### src/rtl/sevenseg_scan_mux_pkg.sv
// Shared seven-segment encodings and timing helpers for the scanned display.
// Glyphs are active-low {g,f,e,d,c,b,a} for a common-anode display.
package sevenseg_scan_mux_pkg;

  localparam logic [6:0] SEG_BLANK = 7'h7F;
  localparam logic [6:0] SEG_DASH  = 7'h3F;

  localparam logic [6:0] SEG_GLYPH [10] = '{
    7'h40, 7'h79, 7'h24, 7'h30, 7'h19,
    7'h12, 7'h02, 7'h78, 7'h00, 7'h10
  };

  function automatic int slot_cycles(input int clk_hz, input int frame_hz, input int num_digits);
    return clk_hz / (frame_hz * num_digits);
  endfunction

  function automatic int blink_half(input int clk_hz, input int blink_hz);
    return clk_hz / (2 * blink_hz);
  endfunction

endpackage

### src/rtl/sevenseg_scan_mux_seg7_decode.sv
// Combinational BCD to active-low seven-segment decoder.
// Codes A-E are blank and F is a dash so the alarm-set display can reuse it.
module seg7_decode
  import sevenseg_scan_mux_pkg::*;
(
  input  logic [3:0] i_bcd,
  output logic [6:0] o_seg
);

  always_comb begin
    o_seg = SEG_BLANK;
    case (i_bcd)
      4'd0:    o_seg = SEG_GLYPH[0];
      4'd1:    o_seg = SEG_GLYPH[1];
      4'd2:    o_seg = SEG_GLYPH[2];
      4'd3:    o_seg = SEG_GLYPH[3];
      4'd4:    o_seg = SEG_GLYPH[4];
      4'd5:    o_seg = SEG_GLYPH[5];
      4'd6:    o_seg = SEG_GLYPH[6];
      4'd7:    o_seg = SEG_GLYPH[7];
      4'd8:    o_seg = SEG_GLYPH[8];
      4'd9:    o_seg = SEG_GLYPH[9];
      4'hF:    o_seg = SEG_DASH;
      default: o_seg = SEG_BLANK;
    endcase
  end

endmodule

### src/rtl/sevenseg_scan_mux.sv
// Time-multiplexed common-anode seven-segment driver with per-frame snapshot,
// anti-ghost blanking at the start of each slot, per-digit enable, DP and blink.
module sevenseg_scan_mux
  import sevenseg_scan_mux_pkg::*;
#(
  parameter int CLK_HZ       = 100000000,
  parameter int FRAME_HZ     = 1000,
  parameter int NUM_DIGITS   = 8,
  parameter int BLANK_CYCLES = 16,
  parameter int BLINK_HZ     = 2
) (
  input  logic                    clk,
  input  logic                    reset_n,
  input  logic [4*NUM_DIGITS-1:0] digits,
  input  logic [NUM_DIGITS-1:0]   digit_en,
  input  logic [NUM_DIGITS-1:0]   dp_mask,
  input  logic [NUM_DIGITS-1:0]   blink_mask,
  output logic [NUM_DIGITS-1:0]   an,
  output logic [6:0]              seg,
  output logic                    dp,
  output logic                    frame_start
);

  localparam int SLOT_CYCLES = slot_cycles(CLK_HZ, FRAME_HZ, NUM_DIGITS);
  localparam int BLINK_HALF  = blink_half(CLK_HZ, BLINK_HZ);
  localparam int SW = (SLOT_CYCLES > 1) ? $clog2(SLOT_CYCLES) : 1;
  localparam int BW = (BLINK_HALF > 1) ? $clog2(BLINK_HALF) : 1;
  localparam int IW = $clog2(NUM_DIGITS);

  localparam logic [SW-1:0] SLOT_LAST  = SW'(SLOT_CYCLES - 1);
  localparam logic [SW-1:0] BLANK_END  = SW'(BLANK_CYCLES);
  localparam logic [BW-1:0] BLINK_LAST = BW'(BLINK_HALF - 1);
  localparam logic [IW-1:0] IDX_LAST   = IW'(NUM_DIGITS - 1);

  if (NUM_DIGITS < 2 || NUM_DIGITS > 8) begin : g_bad_digits
    $error("NUM_DIGITS must be in 2..8");
  end
  if (BLANK_CYCLES < 0 || BLANK_CYCLES >= SLOT_CYCLES) begin : g_bad_blank
    $error("BLANK_CYCLES must be less than SLOT_CYCLES");
  end
  if (BLINK_HALF < 1) begin : g_bad_blink
    $error("blink half-period must be at least one cycle");
  end

  logic [SW-1:0]           r_slot_cnt;
  logic [IW-1:0]           r_idx;
  logic [BW-1:0]           r_blink_cnt;
  logic                    r_blink_phase;
  logic [4*NUM_DIGITS-1:0] r_snap_digits;
  logic [NUM_DIGITS-1:0]   r_snap_en;
  logic [NUM_DIGITS-1:0]   r_snap_dp;
  logic [NUM_DIGITS-1:0]   r_snap_blink;
  logic [NUM_DIGITS-1:0]   r_an;
  logic [6:0]              r_seg;
  logic                    r_dp;
  logic                    r_frame_start;

  logic                    w_frame_tick;
  logic                    w_slot_wrap;
  logic                    w_in_blank;
  logic                    w_lit;
  logic [4*NUM_DIGITS-1:0] w_cur_digits;
  logic [NUM_DIGITS-1:0]   w_cur_en;
  logic [NUM_DIGITS-1:0]   w_cur_dp;
  logic [NUM_DIGITS-1:0]   w_cur_blink;
  logic [NUM_DIGITS-1:0]   w_an_onehot;
  logic [3:0]              w_bcd;
  logic [6:0]              w_glyph;

  assign w_frame_tick = (r_idx == '0) && (r_slot_cnt == '0);
  assign w_slot_wrap  = (r_slot_cnt == SLOT_LAST);
  assign w_in_blank   = (r_slot_cnt < BLANK_END);

  // On the snapshot cycle itself the register still holds the old frame, so use the values being captured.
  assign w_cur_digits = w_frame_tick ? digits     : r_snap_digits;
  assign w_cur_en     = w_frame_tick ? digit_en   : r_snap_en;
  assign w_cur_dp     = w_frame_tick ? dp_mask    : r_snap_dp;
  assign w_cur_blink  = w_frame_tick ? blink_mask : r_snap_blink;

  assign w_bcd       = w_cur_digits[{r_idx, 2'b00} +: 4];
  assign w_lit       = w_cur_en[r_idx] && !(w_cur_blink[r_idx] && !r_blink_phase);
  assign w_an_onehot = ~(NUM_DIGITS'(1) << r_idx);

  seg7_decode u_decode (
    .i_bcd (w_bcd),
    .o_seg (w_glyph)
  );

  always_ff @(posedge clk or negedge reset_n) begin
    if (!reset_n) begin
      r_slot_cnt <= '0;
      r_idx      <= '0;
    end else if (w_slot_wrap) begin
      r_slot_cnt <= '0;
      r_idx      <= (r_idx == IDX_LAST) ? '0 : r_idx + 1'b1;
    end else begin
      r_slot_cnt <= r_slot_cnt + 1'b1;
    end
  end

  always_ff @(posedge clk or negedge reset_n) begin
    if (!reset_n) begin
      r_blink_cnt   <= '0;
      r_blink_phase <= 1'b1;
    end else if (r_blink_cnt == BLINK_LAST) begin
      r_blink_cnt   <= '0;
      r_blink_phase <= ~r_blink_phase;
    end else begin
      r_blink_cnt <= r_blink_cnt + 1'b1;
    end
  end

  always_ff @(posedge clk or negedge reset_n) begin
    if (!reset_n) begin
      r_snap_digits <= '0;
      r_snap_en     <= '0;
      r_snap_dp     <= '0;
      r_snap_blink  <= '0;
    end else if (w_frame_tick) begin
      r_snap_digits <= digits;
      r_snap_en     <= digit_en;
      r_snap_dp     <= dp_mask;
      r_snap_blink  <= blink_mask;
    end
  end

  always_ff @(posedge clk or negedge reset_n) begin
    if (!reset_n) begin
      r_an          <= '1;
      r_seg         <= SEG_BLANK;
      r_dp          <= 1'b1;
      r_frame_start <= 1'b0;
    end else begin
      r_frame_start <= w_frame_tick;
      if (!w_in_blank && w_lit) begin
        r_an  <= w_an_onehot;
        r_seg <= w_glyph;
        r_dp  <= ~w_cur_dp[r_idx];
      end else begin
        r_an  <= '1;
        r_seg <= SEG_BLANK;
        r_dp  <= 1'b1;
      end
    end
  end

  assign an          = r_an;
  assign seg         = r_seg;
  assign dp          = r_dp;
  assign frame_start = r_frame_start;

endmodule
### config.mk
export PLATFORM = sky130hd
export DESIGN_NAME = sevenseg_scan_mux
export DESIGN_NICKNAME = d
export VERILOG_FILES = /design/src/rtl/sevenseg_scan_mux_pkg.sv /design/src/rtl/sevenseg_scan_mux_seg7_decode.sv /design/src/rtl/sevenseg_scan_mux.sv
export SDC_FILE = /design/constraint.sdc
export NUM_CORES = 1
export LEC_CHECK = 0
export ABC_AREA = 1
export CAP_MARGIN = 0
export CORE_AREA = 5 5 123 125
export CTS_CLUSTER_SIZE = 14
export DETAILED_ROUTE_END_ITERATION = 8
export DIE_AREA = 0 0 128 130
export PLACE_DENSITY = 0.66
export SLEW_MARGIN = 20
export SYNTH_ARGS = -nofsm -noshare
export SYNTH_HDL_FRONTEND = slang
export SYNTH_HIERARCHICAL = 1
export SYNTH_SLANG_ARGS = --single-unit
export TNS_END_PERCENT = 20
### constraint.sdc
create_clock -name clk -period 4.26 [get_ports clk]
set_input_delay 0.639 -clock clk [delete_from_list [all_inputs] [get_ports clk]]
set_output_delay 0.639 -clock clk [all_outputs]
set_load 0.02 [all_outputs]
==> results of run 1 <==
## area by class of cell
class                      instances  area [sq um]  share of cell area
sequential                       116          2920               0.387
tap                              180           225              0.0298
multi-input combinational        525          2620               0.346
timing repair buffer              81           791               0.105
clock inverter                     4          47.5             0.00629
inverter                         116           440              0.0582
clock buffer                      28           517              0.0683
## power groups by stage
| stage | clock, W | combinational (W) | sequential (W) |
|---|---|---|---|
| floorplan | 0 | 0.0000714 | 0.00117 |
| CTS | 0.00138 | 0.000179 | 0.00115 |
| global placement | 0 | 0.000177 | 0.00116 |
| detailed placement | 0 | 0.000178 | 0.00116 |
| finish | 0.00136 | 0.000176 | 0.00115 |
| global route | 0.00143 | 0.000201 | 0.00115 |
## synthesized netlist by cell type (all sizes together)
library cell / n / area (sq um)
o21ai: 19 / 95.1
a221oi: 1 / 8.76
o21a: 9 / 67.6
inv: 114 / 430
nand3: 92 / 483
nand2: 219 / 827
nor4b: 1 / 8.76
nand4: 13 / 81.3
a31oi: 3 / 18.8
buf: 14 / 95.1
clkbuf: 10 / 37.5
ha: 15 / 188
o22ai: 1 / 6.26
o211ai: 10 / 75.1
nor3b: 2 / 15.0
nor3: 20 / 105
a21oi: 8 / 40.0
nor2: 61 / 241
xnor2: 2 / 17.5
clkinv: 2 / 8.75
and2: 24 / 150
or3b: 1 / 8.76
or2: 2 / 12.5
nor4: 6 / 37.5
a211oi: 2 / 15.0
dfstp: 17 / 447
dfrtp: 99 / 2480
xor2: 12 / 105
and3: 2 / 12.5
## stage by stage
step                      cells  power, W  setup WS (ps)   util  cell area (sq um)
after CTS                  1050   0.00270            300  0.549               7560
after detailed placement   1018   0.00134            312  0.508               7000
final                      1050   0.00268            381  0.549               7560
after floorplan             781   0.00124            962      -               6120
after global placement     1018   0.00134            464  0.508               7000
after global routing       1050   0.00278           16.5  0.549               7560
## cell families (layout without fill, tap and decap cells)
| kind of cell | after synthesis | in the layout | share of synthesized area |
|---|---|---|---|
| simple gates | 443 | 443 | 0.324 |
| buf+inv | 140 | 229 | 0.0935 |
| flops | 116 | 116 | 0.478 |
| compound gates | 53 | 53 | 0.0534 |
| fa+ha+maj | 15 | 15 | 0.0307 |
| xor+xnor | 14 | 14 | 0.0200 |
## what timing repair did
action,CTS,global route
setup endpoints to repair,0,1
setup buffers,0,0
resized for setup,0,1
## worst register-to-register path, stage by stage (launching register included)
cell	delay [ps]
dfrtp_1	590
inv_4	210
nand3_2	100
nor2_4	320
nand3_4	450
inv_4	470
nand2_1	80
and2_1	140
inv_1	60
nor2_1	40
o21ai_0	290
nand2_1	110
nand2_1	170
inv_1	120
ha_1	290
nand2_1	60
nand3_1	90
nand2_1	50
inv_1	50
nand3_1	70
## metal layers
layer  part of all wire  wire length [microns]  global-route usage  vias up
li1                   -                      -                   -     2630
met1               0.48                   6910               0.261     2351
met2               0.46                   6710               0.279      120
met3              0.050                    723              0.0471       12
met4             0.0077                    112              0.0543        0
met5                  0                      0                   0        -
## final timing paths
| check | from | end | slack [ps] | depth (start not counted) |
|---|---|---|---|---|
| worst min register to register | r_blink_cnt[0] | r_blink_cnt[0] | 460 | 1 |
| worst min-delay path | reset_n | r_snap_digits[26] | 290 | 1 |
| min in group clk | r_blink_cnt[0] | r_blink_cnt[0] | 460 | 1 |
| worst max register to register | r_idx[2] | seg[3] | 380 | 19 |
| worst max-delay path | r_idx[2] | seg[3] | 380 | 19 |
| max in group asynchronous | reset_n | r_blink_phase | 3030 | 2 |
## sequential cells by signal (all words and copies together) (netlist names)
register	count
an	8
dp	1
frame_start	1
r_blink_cnt	25
r_blink_phase	1
r_idx	3
r_slot_cnt	14
r_snap_blink	8
r_snap_digits	32
r_snap_dp	8
r_snap_en	8
seg	7
==> results.md, run 1 <==
* Sw Pwr at 0.000577 W
* Final setup viols at 0
* Syn_nets at 854
* Most common cell after layout, fill and taps aside: nand2_1
* Final hold vios at 0
* CP max-delay cell: dfrtp_1
* Final WL at 14.5 mm
* Root buffer cell: clkbuf_16
* Avg Inst Size Synth at 7.83 sq um
* Seq/Total Area, Yosys at 0.478
* PD cells at 354 mW/mm^2
* Clock Skew at 9.79 ps
* Leak at 3.69 nW
* WP data required at 4560 ps
* Overflow after GRT at 0
* Max-slew headroom at 0.460
* Syn Inst Count at 781
* CP Class: reg -> reg
* Sw Share at 0.216
* # hold bufs at CTS at 0
* Nets at 930
* First-pass DRT Iterations at 5
* CP max FO at 40
* Dpl hpwl at 10.2 mm
* Vias at 5,113
* Most frequent cells in the layout: 217 x nand2_1, 112 x inv_1, 99 x dfrtp_1, 89 x nand3_1, 73 x clkdlybuf4s50_1
* Critical Path, Cell by Cell: inv_4 > nand3_2 > nor2_4 > nand3_4 > inv_4 > nand2_1 > and2_1 > inv_1 > nor2_1 > o21ai_0 > nand2_1 > nand2_1 > inv_1 > ha_1 > nand2_1 > nand3_1 > nand2_1 > inv_1 > nand3_1
* Max cap viols at 0
* DRC Markers at 0
* Cell Rows at 43
* Worst IR Drop VDD at 0.244 mV
* GP Congestion at 0.859
* CTS tree: built
* Die W at 128 microns
* Max Clock Freq at 0.258 GHz
* CP most frequent cell: nand2_1
* Fin crit share at 0.911
* Slew @ Worst Pin at 804 ps
* Vias in the first global route at 4,834
* Largest net degree at the start of global routing at 61
* Gr usage total at 0.184
* CP max stage delay at 590 ps
* Combinational power share at 0.066
* Mapped cell area at 0.00612 sq mm
* Routed WL per cell at 13.8 microns
* Setup TNS at 0 ps
* Critical Path AT at 4180 ps
* Area grow syn2layout at 23.7%
* Hold WC Path Type: in -> async
* Chip height at 130 microns
* Antenna viol nets, final at 0
* Die Area at 0.0166 sq mm
* Hold slack final at 295 ps
* Post-synth cell types at 42
* CORE AREA at 0.0138 sq mm
* Clock share of power at 0.506
* Syn. warnings at 6
* Crit. End Element: register
* Worst Path Buf+Inv at 5
* Cell family with most CP delay: simple AND/OR/NAND/NOR gates
* I/O pin total at 75
* Clk_lat worst skew at 410 ps
* Critical Path Source Type: register
* Fin. max-slew vios at 0
* Antenna violations before repair at 0
* Fraction of layout instances using a drive strength above 1 at 0.0759
* H-Tree Depth at 4
* RSZ-0062 raised after global routing: no
* Outcome: completed
* First-pass GRT wire length at 24.2 mm
* ANT cells at 0
* Max clock buf depth at 2
* #FFs+latches synth at 116
* CTS clk-pin slew, worst paths at 50 ps
* Final worst path period need at 3880 ps
* Number of fill cells at 1,329
* Starting Density at 0.444
* Port Buffers at 74
* Internal power at 0.00210 W
* Starting DRT DRC Count at 445
* Seq pwr share at 0.428
* # clock sinks at 116
* CTS Buf Count at 17
* DR vias/cell at 4.87
Power figures use the tool's default switching activity.
==> inputs of run 2 (changes only) <==
- MAX_ROUTING_LAYER: default -> met4
==> run 2 against run 1 <==
Against the previous run:
- sequential cell count unchanged
- worst hold slack improved by 2.9 ps
- clock power about the same
- largest power group unchanged
- via count decreased by 0.51%
- register-to-register slack got worse by 20 ps
- routed wire length increased by 0.11%
==> results.md, run 2 (synthesis gave the netlist of run 1 again) <==
* GP Congestion at 0.873 (+1.6%)
* Crit. End Element: register
* # clock sinks at 116 (unchanged)
* Die W at 128 microns (unchanged)
* First-pass DRT Iterations at 5 (unchanged)
* DRC Markers at 0 (unchanged)
* Root buffer cell: clkbuf_16
* CP most frequent cell: nand2_1
* Sw Share at 0.215 (about the same)
* Largest net degree at the start of global routing at 61 (unchanged)
* First-pass GRT wire length at 24.1 mm (about the same)
* Biggest register: r_snap_digits
* CTS clk-pin slew, worst paths at 50 ps (about the same)
* Fraction of layout instances using a drive strength above 1 at 0.0759 (unchanged)
* Leak at 3.69 nW (unchanged)
* R2r setup slk at 360 ps (-20 ps)
* Dpl hpwl at 10.2 mm (unchanged)
* Pwr Total at 0.00268 W (about the same)
* Clk_lat worst skew at 410 ps (about the same)
* Met2 Use GR at 0.280 (+0.00123)
* Worst Path Buf+Inv at 5 (unchanged)
* WP data required at 4560 ps (about the same)
* Overflow after GRT at 0 (unchanged)
* Max-slew headroom at 0.464 (+0.00364)
* RSZ-0062 raised after global routing: no
* Setup TNS at 0 ps (unchanged)
* CP max stage delay at 590 ps (about the same)
* Vias in the first global route at 4,839 (+0.10%)
* Most frequent cells in the layout: 217 x nand2_1, 112 x inv_1, 99 x dfrtp_1, 89 x nand3_1, 73 x clkdlybuf4s50_1
* Most common cell after layout, fill and taps aside: nand2_1
* Nets at 930 (unchanged)
* Fin. max-slew vios at 0 (unchanged)
* Seq pwr share at 0.428 (about the same)
* H-Tree Depth at 4 (unchanged)
* Cell Rows at 43 (unchanged)
* Hold WC Path Type: in -> async
* Non-filler instance count after layout at 1,050 (unchanged)
* Sw Pwr at 0.000577 W (about the same)
* Routed WL per cell at 13.8 microns (+0.11%)
* Max clock buf depth at 2 (unchanged)
* Starting DRT DRC Count at 441 (-0.90%)
* Final hold vios at 0 (unchanged)
* Cell family with most CP delay: simple AND/OR/NAND/NOR gates
* GR peak layer: met2
* Vias at 5,087 (-0.51%)
* Antenna violations before repair at 0 (unchanged)
* Final worst path period need at 3900 ps (+16.9 ps)
* Combinational power share at 0.066 (about the same)
* CP max-delay cell: dfrtp_1
* ANT cells at 0 (unchanged)
* I/O pin total at 75 (unchanged)
* Port Buffers at 74 (unchanged)
* Chip height at 130 microns (unchanged)
* Placed insts at 1,018 (unchanged)
* Starting Density at 0.444 (unchanged)
* PD cells at 354 mW/mm^2 (about the same)
* Final WL at 14.5 mm (+0.11%)
* Clock share of power at 0.506 (about the same)
* Gr usage total at 0.189 (+0.00562)
* Internal power at 0.00210 W (about the same)
* CP Class: reg -> reg
* Critical Path Source Type: register
* CTS Buf Count at 17 (unchanged)
* Critical Path, Cell by Cell: inv_4 > nand3_2 > nor2_4 > nand3_4 > inv_4 > nand2_1 > and2_1 > inv_1 > nor2_1 > o21ai_0 > nand2_1 > nand2_1 > inv_1 > ha_1 > nand2_1 > nand3_1 > nand2_1 > inv_1 > nand3_1
* CP max FO at 40 (unchanged)
* Fin crit share at 0.914 (+0.00396)
* Top Registers: r_snap_digits x32, r_blink_cnt x25, r_slot_cnt x14
* # hold bufs at CTS at 0 (unchanged)
* DR vias/cell at 4.84 (-0.51%)
* Number of flip-flops in the largest register at 32 (unchanged)
* Max Clock Freq at 0.257 GHz (-0.43%)
* Slew @ Worst Pin at 799 ps (-5.42 ps)
* Antenna viol nets, final at 0 (unchanged)
* Max cap viols at 0 (unchanged)
* Met3 global-route usage at 0.0471 (unchanged)
* CORE AREA at 0.0138 sq mm (unchanged)
* Critical Path AT at 4190 ps (about the same)
* CTS tree: built
* Die Area at 0.0166 sq mm (unchanged)
* Cell count along the critical path at 19 (unchanged)
* FF-to-FF path depth at 19 (unchanged)
* Worst IR Drop VDD at 0.244 mV (-0.23%)
* Met1 layer usage reported by global route at 0.260 (-0.00105)
* Outcome: completed
* Clock Skew at 12.1 ps (+2.33 ps)
* Final setup viols at 0 (unchanged)
* Area grow syn2layout at 23.7% (unchanged)
-- run 2: cell counts in the layout (fill, tap and decap cells not counted) --
No cell type changed its count.
-- run 2: path summary, 6_finish.rpt --
check                               start                 to
min reg2reg                r_blink_cnt[0]     r_blink_cnt[0]
max reg2reg                      r_idx[2]             seg[3]
max                              r_idx[2]             seg[3]
max in group asynchronous         reset_n      r_blink_phase
min in group clk           r_blink_cnt[0]     r_blink_cnt[0]
min                               reset_n  r_snap_digits[26]
-- run 2: routing by layer --
layer  vias up  share of wire
met3        15          0.056
met1      2317           0.48
li1       2625              -
met4         0         0.0086
met5         -              0
met2       130           0.46
-- run 2: what timing repair did --
item                       CTS  global route
setup endpoints to repair    0             1
buffers inserted             0             0
resized for setup            0             1
-- run 2: cell type report --
| cell class | count | area (sq um) |
|---|---|---|
| clock buffers | 28 | 517 |
| inverters | 116 | 440 |
| multi-input cells | 525 | 2620 |
| flip-flops and latches | 116 | 2920 |
| fillers | 1329 | 6210 |
| well taps | 180 | 225 |
| clock inverters | 4 | 47.5 |
| repair buffers | 81 | 791 |
-- run 2: worst reg2reg max path, stage by stage (launching register included) --
cell and delay (ps):
dfrtp_1 590, inv_4 210, nand3_2 100, nor2_4 320
nand3_4 460, inv_4 470, nand2_1 80, and2_1 140
inv_1 60, nor2_1 40, o21ai_0 290, nand2_1 110
nand2_1 160, inv_1 120, ha_1 300, nand2_1 60
nand3_1 90, nand2_1 50, inv_1 50, nand3_1 70
-- run 2: power by group through the flow --
| stage | combinational (W) | sequential, W | clock [W] |
|---|---|---|---|
| after global placement | 0.000177 | 0.00116 | 0 |
| after floorplan | 0.0000714 | 0.00117 | 0 |
| after detailed placement | 0.000178 | 0.00116 | 0 |
| final | 0.000176 | 0.00115 | 0.00136 |
| after global routing | 0.000201 | 0.00115 | 0.00143 |
| after CTS | 0.000179 | 0.00115 | 0.00138 |
-- run 2: metrics by stage --
step / hold WS (ps) / area, sq um / setup slack (ps) / util
6_report: 297 / 7560 / 364 / 0.549
2_1_floorplan: 343 / 6120 / 962 / -
4_1_cts: 322 / 7560 / 300 / 0.549
5_1_grt: 369 / 7560 / 11.2 / 0.549
3_5_place_dp: 454 / 7000 / 312 / 0.508
3_3_place_gp: 446 / 7000 / 464 / 0.508
==> inputs of run 3 (changes only) <==
- clock period: 4.26 -> 4.9 ns (I/O delays scaled with it)
==> run 3 against run 2 <==
Against the previous run:
- sequential power shrank 13%
- routed wire length fell by 1.7%
- clock skew fell by 1.9 ps
- sequential share of layout area barely moved
- global-route usage down 0.15 points
- final area is essentially flat
- sequential cell count is the same
- first-iteration DRC count is 5.0% lower
- critical path type unchanged
- largest cell class unchanged
==> results.md, run 3 (synthesis gave the netlist of run 1 again) <==
* Critical R2R Capture: seg[3]
* CP Class: reg -> reg
* Vias in the first global route at 4,890 (+1.1%)
* Clk_lat worst skew at 420 ps (about the same)
* # hold bufs at CTS at 0 (unchanged)
* Crit. End Element: register
* Sw Share at 0.212 (-0.00310)
* Fin util at 0.550 (about the same)
* Largest net degree at the start of global routing at 61 (unchanged)
* PD cells at 310 mW/mm^2 (-12%)
* Max clock buf depth at 2 (unchanged)
* Routed WL per cell at 13.6 microns (-1.7%)
* Critical Path Source Type: register
* Slew @ Worst Pin at 840 ps (+41.8 ps)
* CP max stage delay at 610 ps (+20 ps)
* Antenna violations before repair at 0 (unchanged)
* CORE AREA at 0.0138 sq mm (unchanged)
* Die W at 128 microns (unchanged)
* DRC Markers at 0 (unchanged)
* Hold WC Path Type: in -> async
* Critical Path AT at 4360 ps (+170 ps)
* Overflow after GRT at 0 (unchanged)
* Port Buffers at 74 (unchanged)
* Worst IR Drop VDD at 0.264 mV (+8.5%)
* Clock share of power at 0.510 (+0.004)
* Most common cell after layout, fill and taps aside: nand2_1
* FF-to-FF path depth at 20 (+1)
* Internal power at 0.00185 W (-12%)
* Starting Density at 0.444 (unchanged)
* DR vias/cell at 4.81 (-0.75%)
* Root buffer cell: clkbuf_16
* Post-route worst setup slack at 852 ps (+488 ps)
* Outcome: completed
* Vias at 5,049 (-0.75%)
* I/O pin total at 75 (unchanged)
* CP most frequent cell: nand2_1
* Starting DRT DRC Count at 419 (-5.0%)
* Post-CTS setup buffer count at 0 (unchanged)
* RR Startpoint: r_idx[1]
* H-Tree Depth at 4 (unchanged)
* Critical Path, Cell by Cell: clkinv_1 > ha_1 > nand3_2 > nor2_4 > nand3_4 > clkinv_2 > nand2_1 > and2_1 > inv_1 > nor2_1 > o21ai_0 > nand2_1 > nand2_1 > inv_1 > ha_1 > nand2_1 > nand3_1 > nand2_1 > inv_1 > nand3_1
* ANT cells at 0 (unchanged)
* Leak at 3.69 nW (about the same)
* Number of flip-flops in the largest register at 32 (unchanged)
* Cell count along the critical path at 20 (+1)
* Fin. max-slew vios at 0 (unchanged)
* Die Area at 0.0166 sq mm (unchanged)
* Area grow syn2layout at 23.8% (about the same)
* Combinational power share at 0.066 (about the same)
* Final hold vios at 0 (unchanged)
* Antenna viol nets, final at 0 (unchanged)
* First-pass GRT wire length at 24.0 mm (-0.72%)
* Setup crit end: seg[3]
* Chip height at 130 microns (unchanged)
* CTS clk-pin slew, worst paths at 50 ps (about the same)
* Cell Rows at 43 (unchanged)
* DP Area at 0.00700 sq mm (unchanged)
* Worst slack, placed at 863 ps (+552 ps)
* Final WL at 14.2 mm (-1.7%)
* Seq pwr share at 0.424 (-0.004)
* CTS tree: built
* Max Clock Freq at 0.247 GHz (-3.8%)
* GP Congestion at 0.891 (+2.1%)
* Dpl hpwl at 10.0 mm (-1.8%)
* Final worst path period need at 4050 ps (+152 ps)
* R2r setup slk at 850 ps (+490 ps)
* CP Launch Point: r_idx[1]
* CTS Buf Count at 17 (unchanged)
* RSZ-0062 raised after global routing: no
* WP data required at 5210 ps (+650 ps)
* Fraction of layout instances using a drive strength above 1 at 0.0747 (-0.00115)
* Cell family with most CP delay: simple AND/OR/NAND/NOR gates
* Most frequent cells in the layout: 217 x nand2_1, 112 x inv_1, 99 x dfrtp_1, 89 x nand3_1, 73 x clkdlybuf4s50_1
* Cts repair resizes at 0 (unchanged)
* # clock sinks at 116 (unchanged)
* Clock Skew at 10.2 ps (-1.88 ps)
* Sw Pwr at 0.000499 W (-14%)
* CP max-delay cell: dfrtp_1
* Max-slew headroom at 0.432 (-0.0316)
* Fin crit share at 0.826 (-0.0884)
* First-pass DRT Iterations at 5 (unchanged)
* Max cap viols at 0 (unchanged)
* Setup TNS at 0 ps (unchanged)
* Top Registers: r_snap_digits x32, r_blink_cnt x25, r_slot_cnt x14
* Nets at 930 (unchanged)
* Biggest register: r_snap_digits
* Final setup viols at 0 (unchanged)
* Gr usage total at 0.188 (-0.00147)
* Final instance area at 0.00757 sq mm (about the same)
* Worst Path Buf+Inv at 5 (unchanged)
* CP max FO at 47 (+18%)
-- run 3: cell count changes in the layout (fill, tap and decap cells not counted), sizes merged --
cell    previous run  this run
bufinv             1         2
clkbuf            28        27
clkinv             3         4
inv              115       114
-- run 3: power by group through the flow --
stage / clock (W) / combinational, W / sequential, W
floorplan: 0 / 0.0000621 / 0.00102
global placement: 0 / 0.000155 / 0.00101
detailed placement: 0 / 0.000157 / 0.00101
CTS: 0.00122 / 0.000158 / 0.000996
global route: 0.00126 / 0.000175 / 0.000998
finish: 0.00120 / 0.000155 / 0.000996
-- run 3: how the worst min path moves through the flow --
stage,start,endpoint,slack (ps),depth (start not counted)
2_1_floorplan,r_slot_cnt[0],r_slot_cnt[0],430,1
6_report,reset_n,r_snap_digits[26],440,2
5_1_grt,r_snap_blink[7],r_snap_blink[7],490,2
3_3_place_gp,r_snap_blink[1],r_snap_blink[1],450,2
4_1_cts,r_blink_cnt[0],r_blink_cnt[0],460,1
3_5_place_dp,r_slot_cnt[0],r_slot_cnt[0],450,1
-- run 3: worst reg2reg max path: cells and delay by family (launching register included) --
family,cells,cell delay [ps]
buffers and inverters,5,960
and+or+nand+nor,12,1670
DFF,1,610
adders and majority gates,2,520
AOI/OAI and AO/OA,1,200
-- run 3: layout make-up --
type	instances	area, sq um
inverter	116	439
multi-input combinational	525	2620
clock inverter	5	77.6
clock buffer	27	493
timing repair buffer	81	791
tap	180	225
sequential	116	2920
fill	1343	6200
-- run 3: per-stage QoR --
| stage | std cells | hold slack (ps) | total power, W |
|---|---|---|---|
| after detailed placement | 1018 | 451 | 0.00117 |
| after global placement | 1018 | 448 | 0.00117 |
| final | 1050 | 442 | 0.00235 |
| after floorplan | 781 | 432 | 0.00108 |
| after CTS | 1050 | 461 | 0.00237 |
| after global routing | 1050 | 486 | 0.00243 |
-- run 3: routing by layer --
metal / GRT usage / up-vias / wire length, microns
met4: 0.0818 / 0 / 298
met3: 0.0405 / 25 / 566
met5: - / - / 0
met1: 0.251 / 2291 / 6710
met2: 0.276 / 100 / 6650
li1: - / 2633 / -
